[src/rtl/dmem_arbiter.sv]
// Two-port arbiter in front of a single-ported data memory: a single-beat core port
// and a burst DMA port, with round-robin arbitration in IDLE and bounded core wait.
module dmem_arbiter #(
  parameter int unsigned ADDR_WORDS = 64,
  parameter int unsigned MAX_WAIT   = 4
) (
  input  logic        clk,
  input  logic        reset,
  input  logic        c_req,
  input  logic        c_we,
  input  logic [31:0] c_addr,
  input  logic [31:0] c_wdata,
  output logic        c_gnt,
  output logic        c_rvalid,
  output logic        c_err,
  output logic [31:0] c_rdata,
  input  logic        d_req,
  input  logic        d_we,
  input  logic [31:0] d_addr,
  input  logic [31:0] d_wdata,
  input  logic [3:0]  d_len,
  output logic        d_gnt,
  output logic        d_rvalid,
  output logic        d_err,
  output logic        d_done,
  output logic [31:0] d_rdata,
  output logic        mem_we,
  output logic [31:0] mem_a,
  output logic [31:0] mem_wd,
  input  logic [31:0] mem_rd
);

  localparam logic       StIdle  = 1'b0;
  localparam logic       StBurst = 1'b1;
  localparam logic [7:0] WaitMax = 8'(MAX_WAIT);

  logic        r_state;
  logic        r_last;
  logic [31:0] r_base;
  logic [3:0]  r_len;
  logic [3:0]  r_beat;
  logic [7:0]  r_wait;
  logic        r_c_rvalid;
  logic        r_c_err;
  logic [31:0] r_c_rdata;
  logic        r_d_rvalid;
  logic        r_d_err;
  logic        r_d_done;
  logic [31:0] r_d_rdata;

  logic        w_c_gnt;
  logic        w_d_gnt;
  logic [31:0] w_d_addr;
  logic        w_c_err;
  logic        w_d_err;
  logic        w_d_last;

  function automatic logic addr_bad(input logic [31:0] a);
    return (a[1:0] != 2'b00) || ({2'b00, a[31:2]} >= ADDR_WORDS);
  endfunction

  // Inside a burst the address comes from the captured base, never from d_addr.
  assign w_d_addr = (r_state == StBurst) ? (r_base + {26'd0, r_beat, 2'b00}) : d_addr;
  assign w_c_err  = addr_bad(c_addr);
  assign w_d_err  = addr_bad(w_d_addr);
  assign w_d_last = (r_state == StIdle) ? (d_len == 4'd0) : (r_beat == r_len);

  always_comb begin
    w_c_gnt = 1'b0;
    w_d_gnt = 1'b0;
    if (!reset) begin
      if (r_state == StIdle) begin
        if (c_req && d_req) begin
          w_c_gnt = r_last;
          w_d_gnt = !r_last;
        end else begin
          w_c_gnt = c_req;
          w_d_gnt = d_req;
        end
      end else if (c_req && (r_wait == WaitMax)) begin
        w_c_gnt = 1'b1;
      end else begin
        w_d_gnt = 1'b1;
      end
    end
  end

  always_comb begin
    mem_a  = 32'd0;
    mem_wd = 32'd0;
    mem_we = 1'b0;
    if (w_c_gnt) begin
      mem_a  = c_addr;
      mem_wd = c_wdata;
      mem_we = c_we && !w_c_err;
    end else if (w_d_gnt) begin
      mem_a  = w_d_addr;
      mem_wd = d_wdata;
      mem_we = d_we && !w_d_err;
    end
  end

  always_ff @(posedge clk) begin
    if (reset) begin
      r_state    <= StIdle;
      r_last     <= 1'b1;
      r_base     <= 32'd0;
      r_len      <= 4'd0;
      r_beat     <= 4'd0;
      r_wait     <= 8'd0;
      r_c_rvalid <= 1'b0;
      r_c_err    <= 1'b0;
      r_c_rdata  <= 32'd0;
      r_d_rvalid <= 1'b0;
      r_d_err    <= 1'b0;
      r_d_done   <= 1'b0;
      r_d_rdata  <= 32'd0;
    end else begin
      r_c_rvalid <= w_c_gnt;
      r_c_err    <= w_c_gnt && w_c_err;
      r_d_rvalid <= w_d_gnt;
      r_d_err    <= w_d_gnt && w_d_err;
      r_d_done   <= w_d_gnt && w_d_last;
      if (w_c_gnt) begin
        r_c_rdata <= (c_we || w_c_err) ? 32'd0 : mem_rd;
      end
      if (w_d_gnt) begin
        r_d_rdata <= (d_we || w_d_err) ? 32'd0 : mem_rd;
      end
      if (w_c_gnt || w_d_gnt) begin
        r_last <= w_d_gnt;
      end

      if (r_state == StIdle) begin
        r_wait <= 8'd0;
        if (w_d_gnt) begin
          r_base <= d_addr;
          r_len  <= d_len;
          r_beat <= 4'd1;
          if (d_len != 4'd0) begin
            r_state <= StBurst;
          end
        end
      end else if (w_c_gnt) begin
        // Core took this slot; the skipped beat is retried next cycle.
        r_wait <= 8'd0;
      end else begin
        r_wait <= c_req ? (r_wait + 8'd1) : 8'd0;
        r_beat <= r_beat + 4'd1;
        if (w_d_last) begin
          r_state <= StIdle;
        end
      end
    end
  end

  assign c_gnt    = w_c_gnt;
  assign c_rvalid = r_c_rvalid;
  assign c_err    = r_c_err;
  assign c_rdata  = r_c_rdata;
  assign d_gnt    = w_d_gnt;
  assign d_rvalid = r_d_rvalid;
  assign d_err    = r_d_err;
  assign d_done   = r_d_done;
  assign d_rdata  = r_d_rdata;

endmodule

[config.mk]
export PLATFORM = sky130hd
export DESIGN_NAME = dmem_arbiter
export DESIGN_NICKNAME = d
export VERILOG_FILES = /design/src/rtl/dmem_arbiter.sv
export SDC_FILE = /design/constraint.sdc
export NUM_CORES = 1
export LEC_CHECK = 0
export CORE_MARGIN = 2
export CORE_UTILIZATION = 45
export CTS_CLUSTER_SIZE = 40
export DETAILED_ROUTE_END_ITERATION = 16
export GPL_ROUTABILITY_DRIVEN = 0
export PLACE_DENSITY = 0.87
export SYNTH_ARGS = -nofsm -noshare
export SYNTH_HDL_FRONTEND = slang
export SYNTH_SLANG_ARGS = --single-unit
[constraint.sdc]
create_clock -name clk -period 10.4 [get_ports clk]
set_input_delay 2.6 -clock clk [delete_from_list [all_inputs] [get_ports clk]]
set_output_delay 2.6 -clock clk [all_outputs]
set_load 0.005 [all_outputs]
Word level (Yosys, flattened, before mapping)
Index checks and enable logic that the tools add are counted.

Output and inout port bits: 136. Register bits: 119. Logic and storage cells: 72. Bits of input ports: 170.

Reductions and logical operators: 23. Order comparisons: 2. Add/sub/neg operators: 3. Equal/unequal tests: 3. Multiplexer cells: 26. Bitwise operators: 2.

Operator list (number): 32-bit 2-to-1 mux (7); 30-bit by 7-bit >= comparator with 1-bit output (second input constant) (2); 32-bit by 6-bit adder with 32-bit output (1); 1-bit 2-to-1 mux (16); 4-bit 2-to-1 mux (3); 8-bit by 1-bit adder with 8-bit output (second input constant) (1); 8-bit by 3-bit == test with 1-bit output (second input constant) (1); 1-bit logical AND (7); 2-bit nonzero test (3); 1-bit logical OR (5); 4-bit by 1-bit adder with 4-bit output (second input constant) (1); 4-bit == test (1); 4-bit zero test (1); 2-bit AND reduction (2); 4-bit nonzero test (1); 4-bit OR reduction (1); 1-bit zero test (3); 2-bit != test (second input constant) (1); 1-bit NOT (2).

Depth between registers and ports, before layout
Depth after elaboration: 8. Gate-level depth with buffers: 13.

Worst setup path after synthesis
No wires, ideal clock.

Kind: input to output. Start point: in d_addr[0]. End point: out mem_we. Setup slack: 3.504 ns. Data arrival time: 4.296 ns. Stages on the path: 7. Cells stage by stage: or4_1 -> o31a_1 -> or4_4 -> nor4_4 -> nand2_2 -> buf_6 -> o22ai_2.

Word-level cells in the longest chain between the ends: 7.

RTL lines: start: declaration (line 19) `input logic [31:0] d_addr,`; 32-bit 2-to-1 mux (line 63) `assign w_d_addr = (r_state == StBurst) ? (r_base + {26'd0, r_beat, 2'b00}) : d_addr;`; 2-bit nonzero test (line 59) `return (a[1:0] != 2'b00) || ({2'b00, a[31:2]} >= ADDR_WORDS);`; 1-bit logical OR (line 59); 1-bit zero test (line 99) `mem_we = d_we && !w_d_err;`; 1-bit logical AND (line 99); 1-bit 2-to-1 mux (line 96) `end else if (w_d_gnt) begin`; 1-bit 2-to-1 mux (line 92) `if (w_c_gnt) begin`; end: declaration (line 27) `output logic mem_we,`.

No other way between the ends.

Worst setup path in the final report
Start point: in c_req. End point: out mem_a[16].

Word-level cells in the longest chain between the ends: 6. Elaborated cells on any way between the ends: 12. Classes of those cells: 10 x mux; 2 x reduce/logical.

RTL lines: start: declaration (line 9) `input logic c_req,`; 1-bit logical AND (on tied branches) (line 73, 80); 1-bit 2-to-1 mux (on tied branches) (line 73, 80); 1-bit 2-to-1 mux (line 72) `if (r_state == StIdle) begin`; 1-bit 2-to-1 mux (line 71) `if (!reset) begin`; 32-bit 2-to-1 mux (line 96); 32-bit 2-to-1 mux * (line 92); end: declaration (line 28) `output logic [31:0] mem_a,`.

Every way passes the cells marked *; elsewhere a longest branch is shown, timed or not.

==> results.tsv <==
stage	metric	value	unit
sta	Layout Skew	10.2	ps
synth	largest area contributor in the netlist	dfxtp_1	
cts	CTS buffer count	17	
power_and_ir_drop	Power Density	131	mW/mm2
sta	Tmin final	8810	ps
detailed_routing	router iterations before antenna repair	5	
sta	Fin Setup TNS	0	ps
cts	Clock H-tree levels	4	
placed_design	pre-CTS setup slack	1670	ps
cts	setup repair bufs after CTS	0	
final_layout	share of cells above drive strength 1	8.59	%
detailed_routing	number of DRC markers in iteration 0	652	
sta	RSZ-0062 raised after global routing	false	
synth	synthesis-stage register bit count	119	
synth	Cell Area, Synth	0.00655	mm2
final_layout	register area	0.00238	mm2
cts	CTS resizes	0	
detailed_routing	DR vias	7503	
critical_path	r2r setup slk	6070	ps
cts	CTS clk-pin slew, worst paths	60	ps
critical_path	kind of start point of the critical path	input port	
hold_path	Min-Delay Endpoint	d_rdata[18]	
critical_path	worst r2r dst	d_rdata[0]	
sta	Slew headroom	31.8	%
status	status	finished clean	
synth	main combinational cell family by area after synthesis	simple AND/OR/NAND/NOR gates	
grt	GR Overflow Total	0	
floorplan	DIE WIDTH	125	um
final_layout	Antenna diodes	0	
synth	post-synthesis xor/xnor area fraction	3.47	%
power_and_ir_drop	Peak VDD IR	0.000139	V
cts	hold-fix buffers at CTS	0	
final_layout	nets@finish	1248	
critical_path	WS Path Type	in2out	
critical_path	worst path arrival time	6210	ps
grt	largest net degree at the start of global routing	70	
cts	Longest Clk Path Bufs	2	
power_and_ir_drop	Lkg Pwr	3.58	nW
synth	syn_area_per_cell	8.17	um2
cts	Root Driver	clkbuf_16	
grt	Total GRT Usage	31.3	%
final_layout	area delta synth->final	56.1	%
grt	initial antenna violation count	1	
cts	CTS tree	built	
synth	Compound-Gate Fraction of Synth Area	25.6	%
hold_path	min-delay worst type	reg2reg	
final_layout	Filler Cell Count	1133	
cts	worst-skew pair later-pin latency	430	ps
critical_path	FF-to-FF path depth	11	
grt	number of global-route vias before repair	7025	
final_layout	commonest cells after routing, fill and taps aside	clkdlybuf4s50_1 (305), nand2_1 (150), dfxtp_1 (118)	
floorplan	Initial Utilization	45.6	%
detailed_routing	Vias/cell	5.92	
sta	final hold violations	0	
grt	first-pass GRT wire length	38900	um
floorplan	Chip Height	125	um
synth	mux cell area share after synthesis	1.89	%
sta	maximum clock rate	0.113	GHz
synth	simple-gate share of the synthesized area	25.9	%
flow_run	max-cap viol count	0	
critical_path	Crit path required time	7800	ps
detailed_routing	Total Routed Length	25000	um
sta	worst-margin pin slew	1020	ps
synth	top-area cell type share of the netlist area	36.3	%
placed_design	number of port buffers	305	
synth	number of unique standard cell types used by synthesis	67	
sta	Slew Viols, Final	0	
synth	Main synth FF type	dfxtp_1	
sta	final worst setup slack	1590	ps
hold_path	Hold Path Stages	2	
synth	warning count from the yosys run	0	
final_layout	most common cell after layout, fill and taps aside	clkdlybuf4s50_1	
synth	Net Count, Synth	980	
synth	Post-synth EDFFs	0	
floorplan	die area	0.0155	mm2
placed_design	Final HPWL DP	18200	um
critical_path	largest fanout on the critical path	57	
sta	final setup vio count	0	
critical_path	Crit. End Element	output pin	
cts	Clock Sink Count	119	
synth	ys async rst share	0	%
detailed_routing	wire length per cell	19.7	um
floorplan	Placeable Area	0.0144	mm2
power_and_ir_drop	power consumption	1.34	mW
floorplan	standard-cell rows	44	
final_layout	area of the multi-input gates	0.00385	mm2
detailed_routing	DRC	0	
synth	Post-Synth Adder-Cell Area	1.64	%
hold_path	Worst Hold Launch	d_rdata[18]	
floorplan	io pins	306	
synth	post-synthesis sequential area ratio	36.3	%
sta	Final period util	84.7	%
detailed_routing	Final ANT Viol Nets	0	
synth	Syn Inst Count	802	
synth	largest cells by area after synthesis	dfxtp_1 (36%), a22o_1 (10%), nand2_1 (8.6%), nand4b_1 (4.5%), a21oi_1 (4.0%)	
critical_path	r2r startpoint	r_beat[0]	
## final cells by class
| cell class | instances | share of cell area (%) |
|---|---|---|
| Clock buffer | 17 | 4.16 |
| Clock inverter | 15 | 1.55 |
| Inverter | 16 | 0.587 |
| Multi-Input combinational cell | 602 | 37.7 |
| Sequential cell | 119 | 23.3 |
| Tap cell | 184 | 2.25 |
| Timing Repair Buffer | 314 | 30.5 |
## state kept, by name, summed over array words and instances, names as in the netlist
register  flops
c_err         1
c_rdata      32
c_rvalid      1
d_done        1
d_err         1
d_rdata      32
d_rvalid      1
r_base       32
r_beat        4
r_last        1
r_len         4
r_state       1
r_wait        8
## critical path: stages
cell             delay (ps)
clkdlybuf4s50_1         470
nand2_1                 120
nand3_1                  80
buf_4                   290
nand2_1                 190
nand2b_1                450
inv_2                   610
buf_4                   590
o211ai_1                170
nand2_1                 100
clkdlybuf4s50_1         500
## worst max-delay path by stage
stage / startpoint / endpoint / slack (ps) / cells after the start
floorplan: d_addr[0] / mem_we / 3500 / 7
global placement: c_req / mem_a[16] / 1760 / 11
detailed placement: c_req / mem_a[16] / 1670 / 11
CTS: c_req / mem_a[16] / 1660 / 11
global route: c_req / mem_a[16] / 1410 / 11
finish: c_req / mem_a[16] / 1590 / 11
## kinds of logic (layout without fill, tap and decap cells)
family / count (synthesis) / count (layout)
xor+xnor: 26 / 26
fa+ha+maj: 8 / 8
mux: 12 / 12
compound gates: 229 / 229
simple gates: 327 / 327
buf+inv: 81 / 362
flops: 119 / 119
## routing by layer
metal | routed length [um] | vias to the layer above | track usage (%) | share of wire (%)
li1 | - | 3492 | - | -
met1 | 10000 | 3523 | 39.3 | 40
met2 | 11900 | 429 | 51.7 | 47
met3 | 2250 | 59 | 8.63 | 9.0
met4 | 820 | 0 | 11.0 | 3.3
met5 | 0 | - | 0 | 0
## power by group
part	internal, mW	switching [mW]
sequential	0.468	0.0149
combinational	0.147	0.129
clock	0.339	0.245
total	0.954	0.389
## Yosys cell counts (all sizes together) (2+ instances only)
cell,number
o41ai,3
o21ai,55
a31oi,13
o31ai,2
nand2,151
nand4b,34
xor2,16
a22o,76
or3,8
xnor2,10
nor3b,3
nor4,13
a21o,2
nand3b,2
dfxtp,119
clkbuf,46
ha,7
a21boi,2
a211oi,4
nand2b,5
a32o,2
or4,6
nor2b,3
mux2i,9
nor3,13
and4,3
nand3,26
nor2,36
o22ai,2
buf,19
o211ai,4
mux2,3
and3,8
inv,16
nand4,11
a21oi,52
## metrics by stage
stage	util, %	cells	instance area [um2]	hold slack [ps]
floorplan	-	802	6550	426
global placement	67.1	1235	9650	433
detailed placement	67.1	1235	9650	440
CTS	71.2	1267	10200	454
global route	71.2	1267	10200	479
finish	71.2	1267	10200	450
Power figures use the tool's default switching activity.
